==> config.mk <==
export PLATFORM = sky130hd
export DESIGN_NAME = motor602_uart_cmd_rx
export DESIGN_NICKNAME = d
export VERILOG_FILES = /design/src/rtl/motor602_uart_pkg.sv /design/src/rtl/motor602_uart_cmd_dec.sv /design/src/rtl/motor602_uart_cmd_rx.sv
export SDC_FILE = /design/constraint.sdc
export NUM_CORES = 1
export LEC_CHECK = 0
export CORE_MARGIN = 1.5
export CORE_UTILIZATION = 45
export CTS_CLUSTER_SIZE = 24
export DETAILED_ROUTE_END_ITERATION = 8
export DONT_BUFFER_PORTS = 1
export GPL_ROUTABILITY_DRIVEN = 1
export GPL_TIMING_DRIVEN = 1
export SYNTH_ARGS = -nofsm -noshare
export SYNTH_HDL_FRONTEND = slang
export SYNTH_HIERARCHICAL = 1
export SYNTH_SLANG_ARGS = --single-unit
==> constraint.sdc <==
create_clock -name clk50mhzI -period 2.88 [get_ports clk50mhzI]
set_clock_uncertainty 0.2 [all_clocks]
set_input_delay 0.432 -clock clk50mhzI [delete_from_list [all_inputs] [get_ports clk50mhzI]]
set_output_delay 0.432 -clock clk50mhzI [all_outputs]
set_load 0.02 [all_outputs]
==> src/rtl/motor602_uart_pkg.sv <==
// motor602_uart_pkg: shared types, command bytes and baud helper for the motor602 UART blocks
//   rx_state_e    receiver FSM states
//   CMD_*         ASCII command byte values
//   clks_per_bit  integer clocks per bit for a given clock and line rate
package motor602_uart_pkg;
   typedef enum logic [2:0] {ST_IDLE, ST_START, ST_DATA, ST_STOP, ST_BREAK} rx_state_e;
   localparam logic [7:0] CMD_START = 8'h53;
   localparam logic [7:0] CMD_STOP  = 8'h58;
   localparam logic [7:0] CMD_INV   = 8'h52;
   localparam logic [7:0] CMD_FINC  = 8'h2B;
   localparam logic [7:0] CMD_FDEC  = 8'h2D;
   localparam logic [7:0] CMD_PINC  = 8'h50;
   localparam logic [7:0] CMD_PDEC  = 8'h70;
   function automatic int clks_per_bit(input int clk_hz, input int baud);
      return clk_hz / baud;
   endfunction
endpackage

==> src/rtl/motor602_uart_cmd_dec.sv <==
// motor602_uart_cmd_dec: registered decode of received bytes into motor control signals
//   clk50mhzI, nResetI       clock, async active-low reset
//   rx_byte_i, rx_valid_i    received byte and its one-cycle strobe
//   m3startO, m3invRotateO   levels (set/clear by S/X, toggle by R)
//   m3forceStopO, m3freqINCo, m3freqDECo, m3powerINCo, m3powerDECo   one-cycle pulses
module motor602_uart_cmd_dec
   import motor602_uart_pkg::*;
(
   input  logic       clk50mhzI,
   input  logic       nResetI,
   input  logic [7:0] rx_byte_i,
   input  logic       rx_valid_i,
   output logic       m3startO,
   output logic       m3forceStopO,
   output logic       m3invRotateO,
   output logic       m3freqINCo,
   output logic       m3freqDECo,
   output logic       m3powerINCo,
   output logic       m3powerDECo
);
   logic       start_q, start_d, inv_q, inv_d;
   logic [4:0] pulse_q, pulse_d;
   always_comb begin
      pulse_d = rx_valid_i ? {rx_byte_i == CMD_STOP, rx_byte_i == CMD_FINC, rx_byte_i == CMD_FDEC,
                              rx_byte_i == CMD_PINC, rx_byte_i == CMD_PDEC} : 5'b0;
      // 'X' wins over the held start level; 'S' while already started is a no-op
      start_d = (rx_valid_i && rx_byte_i == CMD_START) ? 1'b1 : pulse_d[4] ? 1'b0 : start_q;
      inv_d   = inv_q ^ (rx_valid_i && rx_byte_i == CMD_INV);
   end
   always_ff @(posedge clk50mhzI or negedge nResetI) begin
      if (!nResetI) begin
         start_q <= 1'b0;
         inv_q   <= 1'b0;
         pulse_q <= 5'b0;
      end else begin
         start_q <= start_d;
         inv_q   <= inv_d;
         pulse_q <= pulse_d;
      end
   end
   assign m3startO     = start_q;
   assign m3invRotateO = inv_q;
   assign {m3forceStopO, m3freqINCo, m3freqDECo, m3powerINCo, m3powerDECo} = pulse_q;
endmodule

==> src/rtl/motor602_uart_cmd_rx.sv <==
// motor602_uart_cmd_rx: 8N1 UART receiver decoding single-character motor commands
//   clk50mhzI, nResetI   system clock, async active-low reset
//   uRxI                 serial input, idle high, asynchronous to clk
//   rxByteO, rxValidO    last good byte and its one-cycle update strobe
//   frameErrO            one-cycle strobe when the stop bit samples low
//   m3*                  command outputs from motor602_uart_cmd_dec
module motor602_uart_cmd_rx
   import motor602_uart_pkg::*;
#(
   parameter int CLK_HZ       = 50_000_000,
   parameter int BAUD         = 115200,
   parameter int CLKS_PER_BIT = clks_per_bit(CLK_HZ, BAUD)
) (
   input  logic       clk50mhzI,
   input  logic       nResetI,
   input  logic       uRxI,
   output logic [7:0] rxByteO,
   output logic       rxValidO,
   output logic       frameErrO,
   output logic       m3startO,
   output logic       m3forceStopO,
   output logic       m3invRotateO,
   output logic       m3freqINCo,
   output logic       m3freqDECo,
   output logic       m3powerINCo,
   output logic       m3powerDECo
);
   localparam int CW = $clog2(CLKS_PER_BIT);
   localparam logic [CW-1:0] FULL = CW'(CLKS_PER_BIT - 1);
   localparam logic [CW-1:0] HALF = CW'(CLKS_PER_BIT / 2 - 1);
   rx_state_e     state_q, state_d;
   logic          sync_q, rxs_q;
   logic [CW-1:0] cnt_q, cnt_d;
   logic [2:0]    bit_q, bit_d;
   logic [7:0]    shift_q, shift_d, byte_q, byte_d;
   logic          valid_q, valid_d, ferr_q, ferr_d, tick;
   always_comb begin
      state_d = state_q;
      cnt_d   = cnt_q - 1'b1;
      bit_d   = bit_q;
      shift_d = shift_q;
      byte_d  = byte_q;
      valid_d = 1'b0;
      ferr_d  = 1'b0;
      tick    = cnt_q == '0;
      case (state_q)
         // IDLE is only ever entered with rxS high, so a low level here is the falling edge
         ST_IDLE: if (!rxs_q) begin
            state_d = ST_START;
            cnt_d   = HALF;
         end
         ST_START: if (tick) begin
            state_d = rxs_q ? ST_IDLE : ST_DATA;
            cnt_d   = FULL;
            bit_d   = 3'd0;
         end
         ST_DATA: if (tick) begin
            shift_d = {rxs_q, shift_q[7:1]};
            bit_d   = bit_q + 3'd1;
            cnt_d   = FULL;
            if (bit_q == 3'd7) state_d = ST_STOP;
         end
         ST_STOP: if (tick) begin
            state_d = rxs_q ? ST_IDLE : ST_BREAK;
            valid_d = rxs_q;
            ferr_d  = !rxs_q;
            byte_d  = rxs_q ? shift_q : byte_q;
         end
         ST_BREAK: if (rxs_q) state_d = ST_IDLE;
         default: state_d = ST_IDLE;
      endcase
   end
   always_ff @(posedge clk50mhzI or negedge nResetI) begin
      if (!nResetI) begin
         sync_q  <= 1'b1;
         rxs_q   <= 1'b1;
         state_q <= ST_IDLE;
         cnt_q   <= '0;
         bit_q   <= 3'd0;
         shift_q <= 8'h00;
         byte_q  <= 8'h00;
         valid_q <= 1'b0;
         ferr_q  <= 1'b0;
      end else begin
         sync_q  <= uRxI;
         rxs_q   <= sync_q;
         state_q <= state_d;
         cnt_q   <= cnt_d;
         bit_q   <= bit_d;
         shift_q <= shift_d;
         byte_q  <= byte_d;
         valid_q <= valid_d;
         ferr_q  <= ferr_d;
      end
   end
   assign rxByteO   = byte_q;
   assign rxValidO  = valid_q;
   assign frameErrO = ferr_q;
   motor602_uart_cmd_dec u_dec (
      .clk50mhzI    (clk50mhzI),
      .nResetI      (nResetI),
      .rx_byte_i    (byte_q),
      .rx_valid_i   (valid_q),
      .m3startO     (m3startO),
      .m3forceStopO (m3forceStopO),
      .m3invRotateO (m3invRotateO),
      .m3freqINCo   (m3freqINCo),
      .m3freqDECo   (m3freqDECo),
      .m3powerINCo  (m3powerINCo),
      .m3powerDECo  (m3powerDECo)
   );
endmodule

==> results of run 1 <==
## placed cells by master, fill, tap and decap left out, drive strengths merged, types with 2 or more instances in the layout
cell / instances
ha: 3
o2bb2ai: 2
dfstp: 2
dlygate4sd3: 2
and3: 2
xnor2: 3
nor2b: 3
or4: 4
a21oi: 4
o31ai: 4
clkbuf: 6
a31oi: 2
nor4bb: 3
inv: 7
o21ai: 3
dfrtp: 40
nor4b: 2
nor4: 3
nor2: 7
nand2: 3
nand4: 5
nor3: 6
or4b: 2
mux2: 17
nand3: 6
## routing by layer
metal	vias up	share of wire (%)	global-route usage, %
met1	614	42	20.7
met2	42	51	29.4
met4	0	0.80	9.18
met5	-	0	0
li1	554	-	-
met3	4	6.2	4.56
## repair_timing
action,4_1_cts,5_1_grt
gates resized for setup,0,0
hold buffers,3,0
endpoints found under the hold margin,43,0
## path summary, 6_finish.rpt
| path | to | slack, ps | cells after the start |
|---|---|---|---|
| worst max-delay path | shift_q[5] | 630 | 5 |
| worst min-delay path | rxs_q | 160 | 0 |
| worst max register to register | shift_q[5] | 630 | 5 |
| worst min register to register | rxs_q | 160 | 0 |
| max in group asynchronous | sync_q | 1810 | 2 |
| min in group asynchronous | u_dec/pulse_q[2] | 400 | 2 |
## flip-flops by register name, indices dropped and copies added (netlist names)
register,cells
rxByteO,8
u_dec/m3invRotateO,1
u_dec/pulse_q,5
state_q,3
cnt_q,9
shift_q,8
u_dec/m3startO,1
rxValidO,1
sync_q,1
bit_q,3
frameErrO,1
rxs_q,1
## layout make-up
type                            instances  area share, %
Clock buffer                            6           3.58
Clock inverter                          2           1.85
Inverter                                7           1.29
Multi-Input combinational cell         93           36.3
Sequential cell                        42           51.9
Tap cell                               50           3.08
Timing Repair Buffer                    3           1.97
## logic make-up after synthesis
| group | count (synthesis) | share of synthesized area [%] |
|---|---|---|
| AOI/OAI and AO/OA | 17 | 6.34 |
| muxes | 18 | 11.0 |
| and+or+nand+nor | 51 | 18.9 |
| adders and majority gates | 3 | 2.05 |
| DFF | 42 | 57.4 |
| buffers and inverters | 11 | 2.45 |
| xor gates and xnor gates | 4 | 1.91 |
## power by group
group	total (uW)	switching (uW)	internal (uW)
clock network	460	201	259
logic	17.2	12.1	5.11
registers	594	2.08	592
## through the flow
step	power (uW)	cell area [um2]	cells	util (%)	setup WS (ps)
floorplan	606	1840	146	-	924
global placement	606	1880	192	47.3	694
detailed placement	607	1880	192	47.3	640
CTS	1090	2030	203	51.1	631
global route	1120	2030	203	51.1	449
finish	1070	2030	203	51.1	628
## critical path, stage by stage (launching register included)
cell and delay [ps]:
sky130_fd_sc_hd__dfrtp_1 400, sky130_fd_sc_hd__inv_1 70, sky130_fd_sc_hd__ha_1 210, sky130_fd_sc_hd__nor4b_4 460
sky130_fd_sc_hd__nand4_2 410, sky130_fd_sc_hd__mux2_2 400
==> impl.org, run 1 <==
** Timing
- Final count of hold timing violations :: 0
- Setup Viol. Count Final :: 0
- Actual slew at the worst max-slew pin :: 809 ps
- Final critical delay including setup and external delays :: 2250 ps
- The max-slew violation count was 0.
- Normalized max-slew margin :: 45.6%
- Peak clock frequency supported by timing :: 0.444 GHz
- Of the available clock period, the critical path in the final layout requires 78.2%.
- The tightest hold path in the finished design has a slack of 161 ps.
- After routing, the total negative slack on setup checks comes to 0 ps.
- Setup repair after global routing left no endpoint under its margin.

** Floorplan
- Initial cell density of the core :: 46.2%
- Horizontal die dimension :: 66.9 um
- For this design the top-level I/O count stands at 20.
- Row count :: 23
- Placeable core region :: 3970 um2
- Die Height :: 66.9 um
- Overall die area :: 4470 um2

** Critical path
- Sort of element at the start of the critical path :: register
- STA classifies the critical path endpoint as a register.
- In this run the worst setup path begins at cnt_q[0].
- The worst register-to-register path begins at cnt_q[0].
- Worst endpoint data arrival time :: 2240 ps
- Along the worst path, the maximum fanout reaches 11.
- The critical path is of the reg2reg type.
- CP Data Required Time :: 2870 ps

** Logic synthesis
- Post-synthesis area per instance :: 12.6 um2
- Ys async rst share :: 100%
- After synthesis, the cell types taking the most area are sky130_fd_sc_hd__dfrtp_1, sky130_fd_sc_hd__mux2_2, sky130_fd_sc_hd__dfstp_2, sky130_fd_sc_hd__ha_1, sky130_fd_sc_hd__nand3_1.
- Synth Net Count :: 152
- Dominant cell type by area after synthesis :: sky130_fd_sc_hd__dfrtp_1
- For this run, the leading register cell type out of synthesis is sky130_fd_sc_hd__dfrtp_1.
- Counting flops with a built-in enable in the synthesized netlist gives 0.
- After technology mapping, the gate count stands at 146.
- Most frequent cell after synthesis :: sky130_fd_sc_hd__dfrtp_1
- During synthesis, Yosys emitted a total of 6 warnings.
- Synthesis instantiated 38 different standard cells from the library.
- After synthesis the netlist holds a flip-flop and latch count of 42.
- Summing every instance area after synthesis gives 1840 um2.
- Top post-synthesis cells by count :: sky130_fd_sc_hd__dfrtp_1, sky130_fd_sc_hd__mux2_2, sky130_fd_sc_hd__inv_1, sky130_fd_sc_hd__nor2_1
- Seq/Total Area, Yosys :: 57.4%
- Share of the synthesized area in the top cell type :: 54.5%

** Drt
- In this run, the number of DRC markers left after iteration 0 of detailed routing was 93.
- After detailed routing, the number of remaining DRC violations is 0.
- In the final routed layout, each cell accounts on average for 16.7 um.
- Total number of vias :: 1214
- Summed over all layers, the routed wires come to 3.40 mm.
- In this run the remaining antenna-violating nets after routing total 0.
- The first TritonRoute pass finished after 4 iterations.
- Dividing the detail-routed via count by the number of cells gives 5.98.

** CTS
- The number of clock buffers added by TritonCTS is 5.
- Clock sinks :: 42
- The later pin in the worst-skew pair is clocked with a latency of 300 ps.
- Root buf cell :: sky130_fd_sc_hd__clkbuf_8
- Clock-pin slew was measured on the worst setup and hold paths at 80 ps.
- TritonCTS clock tree :: done
- Max Buffers Root-to-Sink :: 2
- CTS built an H-tree with a depth of 2.
- After clock tree synthesis, the setup repair step added 0 buffers.

** Layout
- Layout overhead on the synthesized area :: 10.6%
- 0 antenna diodes ended up in the layout.
- In the final design database the tool counted 158 nets.
- Summing all multi-input logic gate instances after layout gives 737 um2.
- Filler Cell Count :: 334
- Summing all flip-flop and latch instances after layout gives 1050 um2.
- Share of final-layout standard cells stronger than drive strength 1 :: 22.9%

** Power
- Power per cell area :: 528 nW/um2
- The analysis attributes to cell leakage a power of 0.000929 uW.
- Across the VDD grid, the largest voltage drop is 384 uV.

** Hold path
- Class of the most critical hold timing path :: reg2reg
- In this run the most critical hold path is launched from sync_q.

** Status
- Result of the run :: complete, no violations

** Global routing
- The first global-routing pass estimated 5.69 mm of wire.
- GRT Util Overall :: 17.6%
- Leftover overflow at the end of global routing :: 0
- Antenna violations before repair :: 0
- Via count of the first global-routing pass :: 1195
- Entering global routing, the biggest net connects 43 pins.

** Place
- Buffers on Ports :: 0
- Summed over all nets, the half-perimeter wirelength after detailed placement is 2.27 mm.
- Weighted congestion at the end of routability-driven global placement :: 0.767

** Run
- Number of maximum-capacitance violations :: 0
Power figures use the tool's default switching activity.
==> run 2: changes to the inputs <==
clock period = 1.9 ns   (was 2.88 ns; I/O delays follow)
==> run 2 against run 1 <==
- fmax up 18%
- first-iteration DRC count down 56%
- setup slack worse by 640 ps
- clock power grew 51%
- sequential cell count unchanged
- utilization is 4.4 points higher
- sequential power rose by 52%
- design area up 8.6%
- register-to-register slack got worse by 640 ps
- non-clock buffer count rose by 19
- die area unchanged
- hold slack got worse by 2.5 ps
- the flow now finishes with violations (setup timing)
==> impl.org, run 2 (synthesis results as in run 1) <==
** CTS
- The clock transition at the register clock pins on the worst setup and hold paths after CTS was 80 ps (about the same).
- The number of sinks on the clock net was 42 (unchanged).
- The maximum clock path buffer count was 2 (unchanged).
- The total clock buffers created by CTS is 5 (unchanged).
- The worst-skew pair later-pin latency was 290 ps (about the same).
- Level count of the clock H-tree :: 2 (unchanged)
- The tree is rooted in a sky130_fd_sc_hd__clkbuf_8.
- TritonCTS clock tree :: done

** Layout
- Layout overhead on the synthesized area :: 20.1%
- Number of diodes added for antenna fixing :: 0 (unchanged)
- The fraction of final layout cells sized beyond drive strength 1 is 34.3% (+11 points).
- The final cell count without fillers was 222 (+9.4%).
- Leading cell type in the layout, fill and taps excluded :: sky130_fd_sc_hd__dfrtp_1
- Final Net Count :: 177 (+12%)
- Number of flip-flops under the largest register name :: 9 (unchanged)
- The top cell types in the final layout, fill and taps aside, are sky130_fd_sc_hd__dfrtp_1, sky130_fd_sc_hd__buf_4, sky130_fd_sc_hd__mux2_2.
- cnt_q holds more flip-flops than any other register.
- Cell area after layout :: 2200 um2 (+8.6%)

** Hold path
- The worst hold path belongs to the class reg2reg.
- Hold Startpoint :: sync_q

** Floorplan
- The height of the die came to 66.9 um (unchanged).
- Placeable core region :: 3970 um2 (unchanged)
- The die area came to 4470 um2 (unchanged).
- I/O pins :: 20 (unchanged)
- Horizontal die dimension :: 66.9 um (unchanged)
- Row count :: 23 (unchanged)
- Initial cell density of the core :: 46.2% (unchanged)

** Global routing
- The initial antenna violation count was 0 (unchanged).
- Via count of the first global-routing pass :: 1324 (+11%)
- Maximum number of pins on one net before global-route repair :: 43 (unchanged)
- GRT Util Overall :: 18.3% (+0.73 points)
- Leftover overflow at the end of global routing :: 0 (unchanged)
- Wire length of the first global-routing pass :: 5.95 mm (+4.5%)

** Timing
- The actual transition at the worst max-transition pin is 538 ps (-271 ps).
- Final critical delay including setup and external delays :: 1910 ps (-343 ps)
- The period utilization is 101% (+22 points).
- Final count of hold timing violations :: 0 (unchanged)
- The max-slew violation count was 0 (unchanged).
- The slack of the critical path was -9.53 ps (-637 ps).
- Setup repair after global routing could not meet its margin everywhere.
- The count of endpoints failing setup in the final report is 9 (+9).
- The remaining max-slew budget at the tightest pin is 63.8% (+18 points).
- Peak clock frequency supported by timing :: 0.524 GHz (+18%)

** Power
- The power density over cell area was 735 nW/um2 (+39%).
- Max rail drop VDD :: 374 uV (-2.5%)
- LEAKAGE :: 0.00103 uW (+11%)

** Critical path
- The critical path required time was 1880 ps (-990 ps).
- In this run the critical register-to-register path is launched from cnt_q[1].
- Max Fanout on Critical Path :: 11 (unchanged)
- Sort of element at the start of the critical path :: register
- Crit path from :: cnt_q[1]
- The critical path data arrival time was 1890 ps (-350 ps).
- Nature of the critical path endpoint :: register
- The setup path with the least slack is of type reg2reg.

** Drt
- Ratio of routed vias to standard cells :: 5.66 (-5.3%)
- Violation count after the first detailed-routing iteration :: 41 (-56%)
- The number of optimization iterations in the first detailed-route pass is 4 (unchanged).
- WL/cell :: 16.1 um (-4.0%)
- The vias after detailed routing was 1257 (+3.5%).
- Number of antenna-violating nets in the routed design :: 0 (unchanged)
- DR DRC count :: 0 (unchanged)
- The final routed wirelength across all metal layers came to 3.56 mm (+4.9%).

** Status
- The run finished, with violations left.
- The checks that failed: setup timing.

** Place
- Placed Cells incl. Taps :: 208 (+8.3%)
- The placed wire-length estimate after detailed placement is 2.45 mm (+7.8%).
- The weighted congestion at the end of routability-driven global placement was 0.815 (+6.3%).
- Post-Place Cell Area :: 2000 um2 (+6.5%)
- Buffers on Ports :: 0 (unchanged)

** Run
- The total of max-cap violations came to 0 (unchanged).
## run 2: critical path: stages, from the launching register on
cell                      delay, ps
sky130_fd_sc_hd__dfrtp_1        400
sky130_fd_sc_hd__inv_1           60
sky130_fd_sc_hd__ha_2           180
sky130_fd_sc_hd__nor4b_4        260
sky130_fd_sc_hd__buf_4          190
sky130_fd_sc_hd__nand4_2         70
sky130_fd_sc_hd__buf_6          160
sky130_fd_sc_hd__mux2_2         270
## run 2: routing by layer
metal | wire, um | part of all wire (%) | global-route usage, %
met5 | 0 | 0 | 0
met4 | 109 | 3.1 | 9.44
met3 | 176 | 4.9 | 5.24
met2 | 1900 | 53 | 33.3
met1 | 1380 | 39 | 19.0
## run 2: worst paths after layout
path                       slack [ps]          endpoint  cells after the start
max                               -10        shift_q[4]                      7
min                               160             rxs_q                      0
max reg2reg                       -10        shift_q[4]                      7
min reg2reg                       160             rxs_q                      0
max in group asynchronous         980            sync_q                      2
min in group asynchronous         250  u_dec/pulse_q[2]                      2
## run 2: timing repair
action                                  4_1_cts  5_1_grt
pin swaps                                     1        1
buffers inserted                              3        0
gates resized for setup                       4        2
endpoints found under the hold margin        43        0
hold buffers                                  3        0
endpoints found under the setup margin       14       25
## run 2: stage by stage
stage               setup TNS (ps)  util (%)  hold WS [ps]  total power (uW)  worst slack [ps]
finish                       -35.8      55.5           158              1620             -9.53
CTS                              0      55.3           160              1640              12.0
floorplan                     -401         -          -211               919             -42.5
global route                 -1440      55.5           161              1690             -87.2
global placement                 0      50.4          -210               919              21.8
detailed placement            -371      50.4          -210               919             -48.9
## run 2: layout make-up
type                            count  area, um2
Sequential cell                    42       1050
Clock inverter                      2       37.5
Fill cell                         329       1770
Clock buffer                        6       72.6
Inverter                            7       26.3
Timing Repair Buffer               22        186
Tap cell                           50       62.6
Multi-Input combinational cell     93        766
## run 2: where the power goes
part | internal (uW) | switching (uW)
clock network | 392 | 303
logic | 7.81 | 18.6
registers | 897 | 3.35
total | 1300 | 325
==> RTL change (settings of run 1) <==
`CLK_HZ`: 50_000_000 -> 25_000_000.
--- a/src/rtl/motor602_uart_cmd_rx.sv
+++ b/src/rtl/motor602_uart_cmd_rx.sv
@@ -7,7 +7,7 @@
 module motor602_uart_cmd_rx
    import motor602_uart_pkg::*;
 #(
-   parameter int CLK_HZ       = 50_000_000,
+   parameter int CLK_HZ       = 25_000_000,
    parameter int BAUD         = 115200,
    parameter int CLKS_PER_BIT = clks_per_bit(CLK_HZ, BAUD)
 ) (
Formal check against the unedited RTL: same outputs for any inputs over 10 cycles, from zero or initial values and one cycle with nResetI low; that may be too few to reach the edited logic, so the function may still have changed.
==> RTL change against run 1 <==
Sequential share of layout area is 1.9 points lower; area after synthesis is 3.2% higher; clock power is 12% lower; via count is 3.5% lower; design area is 1.2% higher; power is 6.4% lower; utilization is 0.11 points lower; sequential cell count is 1 lower; worst setup slack better by 0.12 ns; routed wire length is 0.29% lower; critical endpoint is now cnt_q[0]; largest power group unchanged.
==> RTL change: results (changes against run 1) <==
* Worst path arrival time at 2.08 ns (-0.16 ns)
* Initial DRC count at 104 (+12%)
* Worst setup margin at 0.751 ns (+0.123 ns)
* ANT cells at 0 (unchanged)
* Status: finished clean
* First-pass GRT wire length at 5380 um (-5.6%)
* Drt total wl at 3390 um (-0.29%)
* Post-Synth Adder-Cell Area at 1.98% (-0.063 points)
* Yosys warnings at 6 (unchanged)
* Total of fill cells in the finished design at 352 (+5.4%)
* Hold Worst Slack at 0.161 ns (+0.000639 ns)
* CTS H-Tree Depth at 2 (unchanged)
* VDD IR max at 0.000152 V (-60%)
* Synth area leaders: dfrtp_1 52%, mux2_2 5.9%, mux2_4 4.8%
* Fraction of layout instances using a drive strength above 1 at 24.2% (+1.3 points)
* Clk slew on worst S/H paths at 0.07 ns
* Layout Nets at 154 (-2.5%)
* Crit Path Max Fanout at 5 (-6)
* Largest net degree at the start of global routing at 42 (-2.3%)
* Compound-Gate Fraction of Synth Area at 7.00% (+0.66 points)
* I/O Buffers at 0 (unchanged)
* Total GRT Usage at 16.3% (-1.3 points)
* CTS Buf Count at 5 (unchanged)
* Sw power at 203 uW (-5.4%)
* Mux contribution to synthesized area at 11.2% (+0.25 points)
* P_leak at 0.000937 uW (+0.97%)
* Vias in the first global route at 1,120 (-6.3%)
* Synth cell count leaders: 39 x dfrtp_1, 10 x mux2_2, 10 x nor2_1
* Root Buffer: clkbuf_8
* DP Wirelength at 2310 um (+1.9%)
* Sequential-to-total area share from yosys stat at 54.3% (-3.1 points)
* Ys async rst share at 100% (unchanged)
* Tightest Pin Transition at 0.668 ns (-0.141 ns)
* Drt first pass iters at 4 (unchanged)
* Clk buf depth at 2 (unchanged)
* Tightest Hold Check Type: reg2reg
* Cells resized by post-CTS repair at 0 (unchanged)
* Synth Area in XOR/XNOR at 1.85% (-0.059 points)
* Most common flop cell mapped by yosys: dfrtp_1
* Initial antenna violation count at 0 (unchanged)
* Worst-Skew Late Latency at 0.29 ns
* Post-placement setup slack at 0.763 ns (+0.123 ns)
* Gpl congestion at 0.755 (-1.6%)
* Post-synth cell types at 45 (+18%)
* Via count at 1,172 (-3.5%)
-- RTL change: layout make-up --
| cell class | instances | area (um2) | area share (%) |
|---|---|---|---|
| clock buffers | 7 | 96.3 | 4.69 |
| clock inverters | 1 | 5.00 | 0.244 |
| inverters | 5 | 18.8 | 0.914 |
| multi-input cells | 92 | 803 | 39.1 |
| flip-flops and latches | 41 | 1030 | 50.1 |
| well taps | 50 | 62.6 | 3.05 |
| repair buffers | 3 | 40.0 | 1.95 |
-- RTL change: path summary, 6_finish.rpt --
check                              to  depth (start not counted)      from
min                             rxs_q                          0    sync_q
min in group asynchronous  state_q[1]                          2   nResetI
max in group asynchronous      sync_q                          2   nResetI
max                          cnt_q[0]                          5  cnt_q[0]
min reg2reg                     rxs_q                          0    sync_q
max reg2reg                  cnt_q[0]                          5  cnt_q[0]
-- RTL change: power groups by stage --
stage                     clock network [uW]  registers [uW]  logic, uW
after floorplan                            0             589       2.40
after global placement                     0             592      0.607
after detailed placement                   0             592      0.617
after CTS                                418             580       17.6
after global routing                     447             581       19.6
final                                    405             580       16.8
-- RTL change: timing repair --
| item | CTS | global route |
|---|---|---|
| setup buffers | 0 | 0 |
| endpoints found under the hold margin | 42 | 0 |
| hold buffers | 3 | 0 |
-- RTL change: per-stage QoR --
stage	cell area, um2	std cells
after floorplan	1890	145
after global placement	1910	188
after detailed placement	1910	188
after CTS	2050	199
after global routing	2050	199
final	2050	199
-- RTL change: worst max-delay path: stages, from the launching register on --
cell and delay, ns:
dfrtp_1 0.40, inv_1 0.06, ha_1 0.21, or3b_1 0.47, nor4b_2 0.50, o21ai_0 0.15
-- RTL change: layer usage --
layer  track usage (%)  share of wire [%]  vias up
met3              5.92                4.9        6
li1                  -                  -      543
met4              6.75                1.6        0
met2              23.2                 45       32
met1              22.5                 48      591
met5                 0                  0        -
